$ cat config.mk
export PLATFORM = sky130hd
export DESIGN_NAME = c4_draw_scheduler
export DESIGN_NICKNAME = d
export VERILOG_FILES = /design/src/rtl/c4_draw_scheduler.sv
export SDC_FILE = /design/constraint.sdc
export NUM_CORES = 1
export LEC_CHECK = 0
export CAP_MARGIN = 30
export CORE_MARGIN = 3
export CORE_UTILIZATION = 50
export CTS_CLUSTER_DIAMETER = 150
export DETAILED_ROUTE_END_ITERATION = 12
export PLACE_DENSITY = 0.72
export SETUP_SLACK_MARGIN = 0.02
export SKIP_CTS_REPAIR_TIMING = 1
export SLEW_MARGIN = 10
export SYNTH_ARGS = -nofsm -noshare
export SYNTH_HDL_FRONTEND = slang
export SYNTH_SLANG_ARGS = --single-unit
$ cat constraint.sdc
create_clock -name LCD_CLK -period 6.45 [get_ports LCD_CLK]
set_input_delay 0.9675 -clock LCD_CLK [delete_from_list [all_inputs] [get_ports LCD_CLK]]
set_output_delay 0.9675 -clock LCD_CLK [all_outputs]
set_load 0.02 [all_outputs]
$ cat src/rtl/c4_draw_scheduler.sv
// Connect Four tile-redraw scheduler: arbitrates a move FIFO and a latest-wins
// cursor slot onto a single LCD tile-draw engine, with inter-draw gap and watchdog.
module c4_draw_scheduler #(
  parameter int DEPTH     = 4,
  parameter int MAX_BURST = 2,
  parameter int TIMEOUT   = 4096,
  parameter int GAP       = 2
) (
  input  logic                       LCD_CLK,
  input  logic                       RESETN,
  input  logic                       MV_VALID,
  output logic                       MV_READY,
  input  logic [5:0]                 MV_POS,
  input  logic [1:0]                 MV_IMAGE,
  input  logic                       CUR_VALID,
  input  logic [5:0]                 CUR_POS,
  input  logic [1:0]                 CUR_IMAGE,
  output logic                       DRV_START,
  output logic [5:0]                 DRV_POS,
  output logic [1:0]                 DRV_IMAGE,
  input  logic                       DRV_DONE,
  input  logic                       ERR_CLR,
  output logic                       BUSY,
  output logic [$clog2(DEPTH+1)-1:0] FIFO_LEVEL,
  output logic                       TIMEOUT_ERR
);
  localparam int AW = (DEPTH > 1) ? $clog2(DEPTH) : 1;
  localparam int LW = $clog2(DEPTH + 1);
  localparam int WW = $clog2(TIMEOUT + 1);
  localparam int BW = $clog2(MAX_BURST + 1);
  localparam int GW = $clog2(GAP + 1);

  localparam logic [1:0] S_IDLE  = 2'd0;
  localparam logic [1:0] S_ISSUE = 2'd1;
  localparam logic [1:0] S_BUSY  = 2'd2;
  localparam logic [1:0] S_GAP   = 2'd3;

  logic [1:0]    state_q, state_d;
  logic [7:0]    mem_q [DEPTH];
  logic [7:0]    head_word;
  logic [AW-1:0] wr_q, wr_d, rd_q, rd_d;
  logic [LW-1:0] level_q, level_d;
  logic          cur_pend_q, cur_pend_d;
  logic [5:0]    cur_pos_q, cur_pos_d;
  logic [1:0]    cur_img_q, cur_img_d;
  logic [BW-1:0] burst_q, burst_d;
  logic [WW-1:0] wdog_q, wdog_d;
  logic [GW-1:0] gap_q, gap_d;
  logic          err_q, err_d;
  logic [5:0]    pos_q, pos_d;
  logic [1:0]    img_q, img_d;
  logic          push, fifo_empty, grant_mv, grant_cur, wd_expire;

  assign fifo_empty = (level_q == '0);
  assign MV_READY   = (level_q != LW'(DEPTH));
  assign push       = MV_VALID & MV_READY;
  assign head_word  = mem_q[rd_q];
  // DONE wins over a watchdog expiring in the same cycle
  assign wd_expire  = (state_q == S_BUSY) && !DRV_DONE && (wdog_q == WW'(TIMEOUT - 1));

  always_comb begin
    grant_mv  = 1'b0;
    grant_cur = 1'b0;
    if (state_q == S_IDLE) begin
      if (!fifo_empty && (!cur_pend_q || (burst_q < BW'(MAX_BURST)))) grant_mv = 1'b1;
      else if (cur_pend_q) grant_cur = 1'b1;
    end
  end

  always_comb begin
    wr_d    = push ? wr_q + AW'(1) : wr_q;
    rd_d    = grant_mv ? rd_q + AW'(1) : rd_q;
    level_d = level_q;
    case ({push, grant_mv})
      2'b10:   level_d = level_q + LW'(1);
      2'b01:   level_d = level_q - LW'(1);
      default: level_d = level_q;
    endcase
    // a coincident write survives the cursor grant, which takes the old value
    cur_pend_d = CUR_VALID ? 1'b1 : (grant_cur ? 1'b0 : cur_pend_q);
    cur_pos_d  = CUR_VALID ? CUR_POS : cur_pos_q;
    cur_img_d  = CUR_VALID ? CUR_IMAGE : cur_img_q;
  end

  always_comb begin
    state_d = state_q;
    wdog_d  = wdog_q;
    gap_d   = gap_q;
    pos_d   = pos_q;
    img_d   = img_q;
    burst_d = burst_q;
    err_d   = ERR_CLR ? 1'b0 : err_q;
    case (state_q)
      S_IDLE: begin
        if (grant_mv) begin
          pos_d   = head_word[7:2];
          img_d   = head_word[1:0];
          state_d = S_ISSUE;
          if (burst_q != BW'(MAX_BURST)) burst_d = burst_q + BW'(1);
        end else if (grant_cur) begin
          pos_d   = cur_pos_q;
          img_d   = cur_img_q;
          burst_d = '0;
          state_d = S_ISSUE;
        end
        if (fifo_empty) burst_d = '0;
      end
      S_ISSUE: begin
        state_d = S_BUSY;
        wdog_d  = '0;
      end
      S_BUSY: begin
        if (DRV_DONE || wd_expire) begin
          state_d = S_GAP;
          gap_d   = '0;
          if (wd_expire) err_d = 1'b1;
        end else begin
          wdog_d = wdog_q + WW'(1);
        end
      end
      default: begin
        if (gap_q == GW'(GAP - 1)) state_d = S_IDLE;
        else gap_d = gap_q + GW'(1);
      end
    endcase
  end

  // FIFO storage carries no reset; occupancy is governed by the pointers
  always_ff @(posedge LCD_CLK) begin
    if (push) mem_q[wr_q] <= {MV_POS, MV_IMAGE};
  end

  always_ff @(posedge LCD_CLK or negedge RESETN) begin
    if (!RESETN) begin
      state_q    <= S_IDLE;
      wr_q       <= '0;
      rd_q       <= '0;
      level_q    <= '0;
      cur_pend_q <= 1'b0;
      cur_pos_q  <= '0;
      cur_img_q  <= '0;
      burst_q    <= '0;
      wdog_q     <= '0;
      gap_q      <= '0;
      err_q      <= 1'b0;
      pos_q      <= '0;
      img_q      <= '0;
    end else begin
      state_q    <= state_d;
      wr_q       <= wr_d;
      rd_q       <= rd_d;
      level_q    <= level_d;
      cur_pend_q <= cur_pend_d;
      cur_pos_q  <= cur_pos_d;
      cur_img_q  <= cur_img_d;
      burst_q    <= burst_d;
      wdog_q     <= wdog_d;
      gap_q      <= gap_d;
      err_q      <= err_d;
      pos_q      <= pos_d;
      img_q      <= img_d;
    end
  end

  assign DRV_START   = (state_q == S_ISSUE);
  assign DRV_POS     = pos_q;
  assign DRV_IMAGE   = img_q;
  assign BUSY        = (state_q != S_IDLE);
  assign FIFO_LEVEL  = level_q;
  assign TIMEOUT_ERR = err_q;
endmodule

; Word-level counts from Yosys, hierarchy flattened
; Memory sizes are Yosys's and may differ from the RTL's.
; Cells that the tools add are included.
[word_totals]
ram_bits = 32
inputBits = 22
ff_bits = 44
output_inout_bits = 15
n_memories = 1
elab_cells = 92
[op_classes]
eq_ne = 13
n_reduce_logical = 23
addsub = 7
bitwise_logic = 2
mux = 32
n_lt_le_gt_ge = 1
[mem_list]
columns = name, depth, width, read_ports, rd_clocked_by_memory_dff, wr, line_no
row1 = mem_q, 4, 8, 1, 0, 1, 39  ; logic [7:0] mem_q [DEPTH];
[op_table]
columns = cell, count
row1 = $pmux W13 S2, 1
row2 = $mux W2, 12
row3 = $add A13 B1 Y13 const B, 1
row4 = $eq A13 B12 Y1 const B, 1
row5 = $mux W1, 13
row6 = $mux W13, 1
row7 = $mux W6, 2
row8 = $reduce_bool A2 Y1, 5
row9 = $reduce_and A3 Y1, 3
row10 = $add A2 B1 Y2 const B, 4
row11 = $eq A2 B1 Y1 const B, 3
row12 = $ne A2 B2 Y1 const B, 3
row13 = $ne A3 B3 Y1 const B, 2
row14 = $pmux W2 S3, 1
row15 = $pmux W3 S2, 1
row16 = $eq A2 B2 Y1 const B, 2
row17 = $pmux W2 S2, 1
row18 = $reduce_and A2 Y1, 2
row19 = $reduce_bool A4 Y1, 1
row20 = $add A3 B1 Y3 const B, 1
row21 = $logic_and A1 B1 Y1, 3
row22 = $logic_not A1 Y1, 3
row23 = $logic_not A3 Y1, 1
row24 = $ne A3 B2 Y1 const B, 1
row25 = 9 further kinds, 10

; Logic depth before layout (Yosys ltp)
; Gate-level depths: netlist of run 1.
[depth]
depth_word = 8
ltp_mapped = 11
ltp_nobuf = 10

; Least setup slack after synthesis of run 1
; No wires, ideal clock.
[synth_timing]
path_kind = register -> register
start = register level_q[0], in the netlist FIFO_LEVEL[0]
end = register level_q[2], in the netlist FIFO_LEVEL[2]
t_arrival_ns = 2.164
synth_period_minus_slack_ns = 2.244
slack_ns = 4.206
path_buffers = 0
required_time_ns = 6.370
path_stages_with_launch = 11
cell_sequence = dfrtp_1 -> inv_1 -> nand3_1 -> and2_1 -> inv_1 -> ha_1 -> inv_1 -> fa_1 -> xor2_1 -> nor2_1 -> xor2_1
[synth_rtl]
columns = item, line_no
row1 = start: declaration, 42  ; logic [LW-1:0] level_q, level_d;
row2 = start signal: assignment, 152  ; level_q <= level_d;
row3 = $ne A3 B3 Y1 *, 55  ; assign MV_READY = (level_q != LW'(DEPTH));
row4 = via MV_READY, 12  ; output logic MV_READY,
row5 = $and A1 B1 Y1 *, 56  ; assign push = MV_VALID & MV_READY;
row6 = $eq A2 B1 Y1 or $eq A2 B2 Y1 (tied branches), 74  ; case ({push, grant_mv})
row7 = $pmux W3 S2 or $reduce_bool A2 Y1 (tied branches), n/a
; Mark *: on every way through the listed nets, which the timed path passes. The rest lies on a longest branch.
; A chain may end at the register's enable or synchronous reset.

; Worst setup path after layout of run 1
[layout_timing]
start = register state_q[1]
end = output BUSY
[layout_between]
elab_chain_cells = 1
[layout_lines]
columns = item, line_no
row1 = start: declaration, 38  ; logic [1:0] state_q, state_d;
row2 = start signal: assignment, 149  ; state_q <= state_d;
row3 = $reduce_bool A2 Y1, 168  ; assign BUSY = (state_q != S_IDLE);
row4 = end: declaration, 23  ; output logic BUSY,
; Every way passes these cells.

==> qor.txt, run 1 <==
CLOCK TREE
----------------------------------------------------------------------------------------
Number of sinks driven by the clock tree                                              76
Max clock buf depth                                                                    2
Reg clk slew, reported paths                                                     0.08 ns
Clock root buffer master                                                    sky130_fd_sc_hd__clkbuf_8
Number of clock buffers inserted by TritonCTS                                          9
CTS tree                                                                            done
Clock latency at the later pin of the worst-skew pair                            0.35 ns
CTS HTree Levels                                                                       3

GRT
----------------------------------------------------------------------------------------
Wire length of the first global-routing pass                                    11400 µm
Pin count of the biggest net entering global routing                                  25
Grt total ovfl                                                                         0
Number of global-route vias before repair                                           2370
Overall track demand over capacity in global routing                               17.7%
Initial antenna violation count                                                        0

ROUTE
----------------------------------------------------------------------------------------
Total Wirelength                                                                 6570 µm
First-pass iteration count of the detailed router                                      4
Mean number of vias per cell                                                        5.43
Total number of vias                                                                2260
DRC marker count from the first detailed-route iteration                             122
WL/cell                                                                          15.8 µm
Antenna-violating nets left                                                            0
Total DRC errors in the routed layout                                                  0

POWER AND IR DROP
----------------------------------------------------------------------------------------
Cell Pwr Density                                                              418 mW/mm²
Combinational Power Share                                                          36.6%
Net Switching                                                                   0.630 mW
Internal power contribution                                                      1.14 mW
Portion of total power attributed to the clock network                             21.1%
Maximum VDD drop                                                                0.233 mV
Register share of total power                                                      42.2%
Total power                                                                      1.77 mW
Static leakage power                                                             1.75 nW
Switch share                                                                       35.6%

WORST SETUP PATH
----------------------------------------------------------------------------------------
Worst setup path category                                                        reg2out
Worst endpoint data arrival time                                                 2.30 ns
Capture instance of the worst register-to-register path                     FIFO_LEVEL[2]
Crit Path Max Fanout                                                                  18
Critical path endpoint category                                              output port
Critical path launch point type                                                     flop
Endpoint required time on the critical path                                      5.48 ns
Worst Reg2Reg Path Length in Cells                                                    10
Register-to-register setup slack                                                 3.83 ns
Launch instance of the worst register-to-register path                        state_q[1]

YOSYS
----------------------------------------------------------------------------------------
Cell types occupying the most area after synthesis                          sky130_fd_sc_hd__dfrtp_1, sky130_fd_sc_hd__edfxtp_1, sky130_fd_sc_hd__mux4_2, sky130_fd_sc_hd__ha_1, sky130_fd_sc_hd__mux2i_1
Synthesized netlist cell count                                                       276
Portion of the post-synthesis area used by sequential elements                     58.0%
Per-instance average area after synthesis                                       12.9 µm²
Number of enable-type register cells in the synthesized netlist                       32
Yosys Warn Count                                                                       0
Main synth FF type                                                          sky130_fd_sc_hd__dfrtp_1
Synth Register Bits                                                                   76
Cell type with the highest aggregate area in the netlist                    sky130_fd_sc_hd__dfrtp_1
Share of the synthesized area in the top cell type                                 31.0%
Ys async rst share                                                                 57.9%
Cell area after technology mapping                                           0.00355 mm²
Distinct cell type count of the synthesized netlist                                   48
Net count of the mapped netlist                                                      310

DIE
----------------------------------------------------------------------------------------
# rows                                                                                30
Area enclosed by the die boundary                                            0.00815 mm²
IO Pins                                                                               37
Width of the die                                                                 90.3 µm
Initial standard-cell utilization of the core                                      52.0%
Die Height                                                                       90.3 µm
Core Area                                                                    0.00683 mm²

HOLD PATH
----------------------------------------------------------------------------------------
Worst hold-check path type                                                       reg2reg
Cells on Worst Hold Path                                                               1
Endpoint, Worst Hold                                                        cur_pos_q[1]
Hold Path Origin                                                            cur_pos_q[1]

STA
----------------------------------------------------------------------------------------
Setup violation total in the final timing report                                       0
Crit path time final                                                             3.27 ns
Final clock skew                                                              0.00514 ns
Worst-Margin Slew                                                               0.665 ns
Count of pins over their slew limit                                                    0
Max-Slew Margin vs Limit                                                           55.3%
Final critical-path share of the clock period                                      50.6%
Setup TNS after final layout                                                        0 ns
Final hold violation count                                                             0
Highest attainable clock frequency                                               306 MHz
RSZ-0062 raised after global routing                                               false
Min setup slack post-route                                                       3.18 ns

RUN
----------------------------------------------------------------------------------------
Count of max-cap constraint violations                                                 0

CELLS AND AREA
----------------------------------------------------------------------------------------
Count of fill cells added during filler insertion                                    530
Number of nets at the end of the flow                                                349
Layout cells sized above 1                                                         14.1%
Most frequent cells in the layout                                           sky130_fd_sc_hd__dfrtp_1, sky130_fd_sc_hd__clkdlybuf4s50_1, sky130_fd_sc_hd__edfxtp_1
Reg area                                                                     0.00206 mm²
Most common library cell in the layout ignoring fill and taps               sky130_fd_sc_hd__dfrtp_1
Area of the multi-input gates                                                0.00136 mm²
Layout Area Growth over Synthesis                                                  19.0%
Number of antenna cells inserted                                                       0

PLACE
----------------------------------------------------------------------------------------
Count of input and output buffers                                                     36
Total half-perimeter wirelength after legalization and detailed placement        4800 µm
Pre-CTS setup slack                                                              3.57 ns
RePlAce Congestion                                                                 0.804

RUN STATUS
----------------------------------------------------------------------------------------
Outcome                                                                     finished, final reports clean

-- stage by stage --
step                cells  utilization, %  hold slack [ns]  cell area [µm²]
floorplan             276               -            0.478             3550
global placement      397            58.3            0.499             3980
detailed placement    399            58.8            0.504             4020
CTS                   415            61.8            0.525             4220
global route          416            61.9            0.538             4230
finish                416            61.9            0.523             4230
-- synthesized netlist by cell type (all sizes together) (8+ instances only) --
master / count
inv: 23
edfxtp: 32
a22o: 8
mux2i: 11
dfrtp: 44
o21ai: 12
nand2: 19
a21oi: 11
mux4: 8
ha: 11
and3: 8
mux2: 9
-- registers in the layout (all words and copies together) (netlist names), 3 cells and up --
signal and cells:
mem_q 32, wdog_q 13, DRV_POS 6, cur_pos_q 6, FIFO_LEVEL 3
-- power groups by stage --
| stage | clock [mW] | combinational, mW | sequential [mW] |
|---|---|---|---|
| 6_report | 0.374 | 0.648 | 0.748 |
| 5_1_grt | 0.406 | 0.730 | 0.768 |
| 4_1_cts | 0.384 | 0.655 | 0.750 |
| 3_5_place_dp | 0 | 0.653 | 0.759 |
| 3_3_place_gp | 0 | 0.635 | 0.753 |
| 2_1_floorplan | 0 | 0.451 | 0.744 |
-- cell families after synthesis --
family | share of synthesized area, %
DFF | 58.0
buffers and inverters | 3.98
xor gates and xnor gates | 1.48
muxes | 11.0
and+or+nand+nor | 12.3
AOI/OAI and AO/OA | 8.80
adders and majority gates | 4.44
-- routing by layer --
layer	up-vias	GRT usage (%)	wire length (µm)
met5	-	0	0
met4	0	4.21	65
met3	7	6.08	249
met2	42	29.6	3310
met1	1111	22.3	2950
li1	1100	-	-
-- critical path, stage by stage, from the launching register on --
cell and delay (ns):
sky130_fd_sc_hd__dfrtp_1 0.43, sky130_fd_sc_hd__inv_1 0.12, sky130_fd_sc_hd__ha_1 0.60, sky130_fd_sc_hd__inv_1 0.21, sky130_fd_sc_hd__clkdlybuf4s50_1 0.60
-- worst max path at each step --
stage	start	endpoint	slack [ns]
6_report	state_q[1]	BUSY	3.18
5_1_grt	state_q[1]	BUSY	2.97
4_1_cts	state_q[1]	BUSY	3.17
3_5_place_dp	state_q[1]	BUSY	3.57
3_3_place_gp	cur_pend_q	FIFO_LEVEL[2]	3.58
2_1_floorplan	FIFO_LEVEL[0]	FIFO_LEVEL[2]	4.21
-- cell type report --
| type | instances | share of cell area, % |
|---|---|---|
| Clock buffer | 9 | 2.93 |
| Clock inverter | 7 | 1.95 |
| Inverter | 23 | 2.04 |
| Multi-Input combinational cell | 166 | 32.1 |
| Sequential cell | 76 | 48.7 |
| Tap cell | 96 | 2.84 |
| Timing Repair Buffer | 39 | 9.41 |
Note: power is estimated with default switching activity, not from simulation.
==> run 2, diff against run 1 <==
clock period = 3.4 ns   (was 6.45 ns; I/O delays follow)
==> run 2 against run 1 <==
Net effect: hold slack got worse by 0.44 ns; utilization unchanged; first-iteration DRC count down 15%; power up 91%; final cell count rose by 0.24%; combinational power up 93%; clock skew is 0.0041 ns higher; flip-flop and latch count did not move; sequential share of layout area did not move.
==> qor.txt, run 2 (same netlist as run 1, synthesis figures left out) <==
WORST SETUP PATH
----------------------------------------------------------------------------------------
Worst endpoint data arrival time                                                 1.91 ns
Worst setup path category                                                        reg2out
Register-to-register setup slack                                                 1.07 ns
Capture instance of the worst register-to-register path                     FIFO_LEVEL[2]
Critical path launch point type                                                     flop
Critical path endpoint category                                              output port
Worst Reg2Reg Path Length in Cells                                                    11
Source of the critical timing path                                            state_q[1]
Crit Path Max Fanout                                                                   5
Launch instance of the worst register-to-register path                        state_q[1]
Endpoint required time on the critical path                                      2.89 ns

CELLS AND AREA
----------------------------------------------------------------------------------------
Most frequent cells in the layout                                           sky130_fd_sc_hd__dfrtp_1, sky130_fd_sc_hd__clkdlybuf4s50_1, sky130_fd_sc_hd__edfxtp_1
Largest register FFs                                                                  32
Number of antenna cells inserted                                                       0
Most common library cell in the layout ignoring fill and taps               sky130_fd_sc_hd__dfrtp_1
Number of nets at the end of the flow                                                350
Count of fill cells added during filler insertion                                    539
Final Non-Filler Cells                                                               417
Layout Area Growth over Synthesis                                                  19.0%
Layout cells sized above 1                                                         14.3%
Final core occ                                                                     61.9%
Summed area of non-filler cells in the final layout                          0.00423 mm²
Top flop regs                                                               mem_q (32), wdog_q (13)
Top reg by flops                                                                   mem_q

DIE
----------------------------------------------------------------------------------------
Initial standard-cell utilization of the core                                      52.0%
# rows                                                                                30
Core Area                                                                    0.00683 mm²
Die Height                                                                       90.3 µm
IO Pins                                                                               37
Area enclosed by the die boundary                                            0.00815 mm²
Width of the die                                                                 90.3 µm

ROUTE
----------------------------------------------------------------------------------------
Total Wirelength                                                                 6780 µm
Antenna-violating nets left                                                            0
DRC marker count from the first detailed-route iteration                             104
First-pass iteration count of the detailed router                                      7
Mean number of vias per cell                                                        5.53
Total number of vias                                                                2305
WL/cell                                                                          16.3 µm
Total DRC errors in the routed layout                                                  0

STA
----------------------------------------------------------------------------------------
Max-Slew Margin vs Limit                                                           52.8%
Highest attainable clock frequency                                               414 MHz
Setup TNS after final layout                                                        0 ns
Final hold violation count                                                             0
Crit path time final                                                             2.42 ns
Final clock skew                                                              0.00926 ns
Final critical-path share of the clock period                                      71.0%
Setup violation total in the final timing report                                       0
Worst-Margin Slew                                                               0.703 ns
Count of pins over their slew limit                                                    0
RSZ-0062 raised after global routing                                               false

GRT
----------------------------------------------------------------------------------------
Grt total ovfl                                                                         0
Number of global-route vias before repair                                           2333
Overall track demand over capacity in global routing                               17.6%
Wire length of the first global-routing pass                                    11400 µm
Initial antenna violation count                                                        0
Pin count of the biggest net entering global routing                                  29

PLACE
----------------------------------------------------------------------------------------
Inst Count DP                                                                        400
Total half-perimeter wirelength after legalization and detailed placement        4830 µm
RePlAce Congestion                                                                 0.776
Post-placement cell area                                                     0.00402 mm²
Count of input and output buffers                                                     36

POWER AND IR DROP
----------------------------------------------------------------------------------------
Static leakage power                                                             1.75 nW
Cell Pwr Density                                                              798 mW/mm²
Maximum VDD drop                                                                0.379 mV

CLOCK TREE
----------------------------------------------------------------------------------------
Number of sinks driven by the clock tree                                              76
Max clock buf depth                                                                    2
CTS HTree Levels                                                                       3
Clock latency at the later pin of the worst-skew pair                            0.35 ns
Reg clk slew, reported paths                                                     0.09 ns
CTS tree                                                                            done
Clock root buffer master                                                    sky130_fd_sc_hd__clkbuf_8
Number of clock buffers inserted by TritonCTS                                          9

RUN
----------------------------------------------------------------------------------------
Count of max-cap constraint violations                                                 0

RUN STATUS
----------------------------------------------------------------------------------------
Outcome                                                                     finished, final reports clean

HOLD PATH
----------------------------------------------------------------------------------------
Worst hold-check path type                                                      in2async

[run 2: critical path, cell delays in order, from the launching register on]
cell,delay (ns)
sky130_fd_sc_hd__dfrtp_1,0.40
sky130_fd_sc_hd__inv_1,0.10
sky130_fd_sc_hd__ha_1,0.25
sky130_fd_sc_hd__inv_1,0.18
sky130_fd_sc_hd__clkdlybuf4s50_1,0.64
[run 2: area by class of cell]
cell class | instances | area, µm² | share of cell area [%]
Tap cell | 96 | 120 | 2.84
Sequential cell | 76 | 2060 | 48.7
Multi-Input combinational cell | 166 | 1360 | 32.1
Clock buffer | 9 | 124 | 2.93
Clock inverter | 7 | 82.6 | 1.95
Timing Repair Buffer | 40 | 398 | 9.41
Inverter | 23 | 86.3 | 2.04
[run 2: worst max path at each step]
stage / end / slack [ns] / depth (start not counted)
5_1_grt: FIFO_LEVEL[2] / 0.87 / 11
3_5_place_dp: FIFO_LEVEL[2] / 1.08 / 11
4_1_cts: BUSY / 0.97 / 4
2_1_floorplan: FIFO_LEVEL[2] / 1.16 / 10
3_3_place_gp: FIFO_LEVEL[2] / 1.13 / 9
6_report: BUSY / 0.98 / 4
[run 2: metrics by stage]
stage	setup WS (ns)	hold WS (ns)	power, mW
5_1_grt	0.873	0.0931	3.61
6_report	0.985	0.0802	3.38
4_1_cts	0.968	0.0807	3.41
2_1_floorplan	1.16	0.214	2.27
3_3_place_gp	1.13	0.494	2.65
3_5_place_dp	1.08	0.467	2.69
[run 2: metal layers]
metal	track usage [%]	part of all wire (%)	wire, µm	vias to the layer above
met4	5.99	0.90	61	0
met3	4.42	3.3	223	7
li1	-	-	-	1104
met5	0	0	0	-
met1	23.0	46	3090	1145
met2	28.9	50	3400	49
[run 2: report_power, final]
group / switching [mW] / internal [mW]
Clock: 0.361 / 0.350
Combinational: 0.632 / 0.613
Sequential: 0.219 / 1.20
Total: 1.21 / 2.17
==> run 3, diff against run 2 <==
PLACE_DENSITY = 0.74   (was 0.72)
clock period = 2.1 ns   (was 3.4 ns; I/O delays follow)
==> run 3 against run 2 <==
Net effect: wire length rose by 1.7%; first-iteration DRC count down 12%; global-route usage rose by 0.21 points; register-to-register slack got worse by 0.91 ns; worst setup slack lost 0.83 ns; largest cell class unchanged; highest routed layer unchanged.
==> qor.txt, run 3 (same netlist as run 1, synthesis figures left out) <==
STA
----------------------------------------------------------------------------------------
Max-Slew Margin vs Limit                                                           64.1%
Worst-Margin Slew                                                               0.538 ns
Final hold violation count                                                             0
Setup violation total in the final timing report                                       0
Final clock skew                                                              0.00970 ns
Final critical-path share of the clock period                                      92.6%
RSZ-0062 raised after global routing                                               false
Count of pins over their slew limit                                                    0
Highest attainable clock frequency                                               514 MHz
Crit path time final                                                             1.94 ns
Hold Slack                                                                      0.458 ns

DIE
----------------------------------------------------------------------------------------
Die Height                                                                       90.3 µm
IO Pins                                                                               37
Core Area                                                                    0.00683 mm²
Area enclosed by the die boundary                                            0.00815 mm²
# rows                                                                                30
Initial standard-cell utilization of the core                                      52.0%
Width of the die                                                                 90.3 µm

WORST SETUP PATH
----------------------------------------------------------------------------------------
Critical path launch point type                                                     flop
Crit Path Max Fanout                                                                   6
Launch instance of the worst register-to-register path                      FIFO_LEVEL[0]
Worst endpoint data arrival time                                                 2.23 ns
Worst setup path category                                                        reg2reg
Register-to-register setup slack                                                 0.16 ns
Worst Reg2Reg Path Length in Cells                                                    10
Endpoint required time on the critical path                                      2.38 ns
Critical path endpoint category                                                     flop
Capture instance of the worst register-to-register path                     FIFO_LEVEL[2]

CELLS AND AREA
----------------------------------------------------------------------------------------
Most common library cell in the layout ignoring fill and taps               sky130_fd_sc_hd__dfrtp_1
Number of antenna cells inserted                                                       0
Most frequent cells in the layout                                           sky130_fd_sc_hd__dfrtp_1, sky130_fd_sc_hd__clkdlybuf4s50_1, sky130_fd_sc_hd__edfxtp_1
Layout Area Growth over Synthesis                                                  22.4%
Number of nets at the end of the flow                                                358
Count of fill cells added during filler insertion                                    553
Top reg by flops                                                                   mem_q
Final Non-Filler Cells                                                               425
Largest register FFs                                                                  32
Top flop regs                                                               mem_q (32), wdog_q (13)
Layout cells sized above 1                                                         19.5%

CLOCK TREE
----------------------------------------------------------------------------------------
Number of clock buffers inserted by TritonCTS                                          9
Clock latency at the later pin of the worst-skew pair                            0.36 ns
Clock root buffer master                                                    sky130_fd_sc_hd__clkbuf_8
Max clock buf depth                                                                    2
Number of sinks driven by the clock tree                                              76
CTS tree                                                                            done
Reg clk slew, reported paths                                                     0.09 ns
CTS HTree Levels                                                                       3

GRT
----------------------------------------------------------------------------------------
Initial antenna violation count                                                        0
Number of global-route vias before repair                                           2335
Overall track demand over capacity in global routing                               17.8%
Wire length of the first global-routing pass                                    11500 µm
Grt total ovfl                                                                         0
Pin count of the biggest net entering global routing                                  24

POWER AND IR DROP
----------------------------------------------------------------------------------------
Internal power contribution                                                      3.62 mW
Combinational Power Share                                                          39.1%
Switch share                                                                       36.1%
Cell Pwr Density                                                             1300 mW/mm²
Register share of total power                                                      39.5%
Static leakage power                                                             1.82 nW
Portion of total power attributed to the clock network                             21.4%
Maximum VDD drop                                                                0.721 mV
Net Switching                                                                    2.04 mW

PLACE
----------------------------------------------------------------------------------------
Count of input and output buffers                                                     36
Total half-perimeter wirelength after legalization and detailed placement        4950 µm
Inst Count DP                                                                        407
RePlAce Congestion                                                                 0.821

ROUTE
----------------------------------------------------------------------------------------
Total number of vias                                                                2347
Antenna-violating nets left                                                            0
DRC marker count from the first detailed-route iteration                              92
Mean number of vias per cell                                                        5.52
First-pass iteration count of the detailed router                                      4
Total Wirelength                                                                 6900 µm
WL/cell                                                                          16.2 µm
Total DRC errors in the routed layout                                                  0

RUN STATUS
----------------------------------------------------------------------------------------
Outcome                                                                     finished, final reports clean

RUN
----------------------------------------------------------------------------------------
Count of max-cap constraint violations                                                 0

HOLD PATH
----------------------------------------------------------------------------------------
Worst hold-check path type                                                      in2async

## run 3: cell types whose count changed in the layout (fill, tap and decap cells not counted), moves of 3 or more
cell	previous run	this run
sky130_fd_sc_hd__buf_4	2	10
sky130_fd_sc_hd__dfrtp_1	44	41
sky130_fd_sc_hd__dfrtp_2	0	3
sky130_fd_sc_hd__inv_1	23	20
sky130_fd_sc_hd__inv_2	0	3
sky130_fd_sc_hd__inv_8	1	4
## run 3: layout make-up
class | instances | area, µm² | area share (%)
clock buffers | 9 | 124 | 2.85
clock inverters | 7 | 92.6 | 2.13
inverters | 23 | 86.3 | 1.99
multi-input cells | 166 | 1400 | 32.1
flip-flops and latches | 76 | 2070 | 47.5
well taps | 96 | 120 | 2.76
repair buffers | 48 | 465 | 10.7
## run 3: metal layers
metal  vias to the layer above  routed length [µm]  part of all wire [%]  global-route usage (%)
li1                       1124                   -                     -                       -
met2                        42                3480                    50                    29.4
met1                      1170                3080                    45                    23.3
met3                        11                 211                   3.1                    3.17
met5                         -                   0                     0                       0
met4                         0                 126                   1.8                    7.78
## run 3: through the flow
stage          instance area [µm²]  setup WS (ns)  power (mW)  utilization (%)  TNS [ns]
3_5_place_dp                  4110         0.0272        4.49             60.1         0
3_3_place_gp                  4100         0.0857        4.39             60.0         0
6_report                      4350          0.156        5.67             63.7         0
2_1_floorplan                 3590         0.0352        3.73                -         0
5_1_grt                       4350         0.0223        6.04             63.7         0
4_1_cts                       4320         -0.108        5.71             63.3    -0.150
## run 3: power by group through the flow
stage	combinational [mW]	clock (mW)	sequential, mW
2_1_floorplan	1.44	0	2.30
3_3_place_gp	2.14	0	2.25
5_1_grt	2.46	1.30	2.29
6_report	2.22	1.21	2.24
3_5_place_dp	2.22	0	2.27
4_1_cts	2.23	1.24	2.24
## run 3: worst max path at each step
stage / startpoint / end / slack [ns]
3_3_place_gp: MV_VALID / FIFO_LEVEL[2] / 0.09
5_1_grt: FIFO_LEVEL[0] / FIFO_LEVEL[2] / 0.02
6_report: FIFO_LEVEL[0] / FIFO_LEVEL[2] / 0.16
2_1_floorplan: FIFO_LEVEL[2] / FIFO_LEVEL[2] / 0.04
4_1_cts: state_q[1] / BUSY / -0.11
3_5_place_dp: MV_VALID / FIFO_LEVEL[2] / 0.03
## run 3: critical path, cell delays in order, from the launching register on
cell and delay (ns):
sky130_fd_sc_hd__dfrtp_2 0.46, sky130_fd_sc_hd__inv_2 0.11, sky130_fd_sc_hd__nand3_4 0.10, sky130_fd_sc_hd__and2_1 0.18, sky130_fd_sc_hd__inv_1 0.09, sky130_fd_sc_hd__ha_4 0.14, sky130_fd_sc_hd__inv_1 0.05, sky130_fd_sc_hd__fa_2 0.33
sky130_fd_sc_hd__xor2_1 0.14, sky130_fd_sc_hd__nor2_1 0.12, sky130_fd_sc_hd__xor2_1 0.15
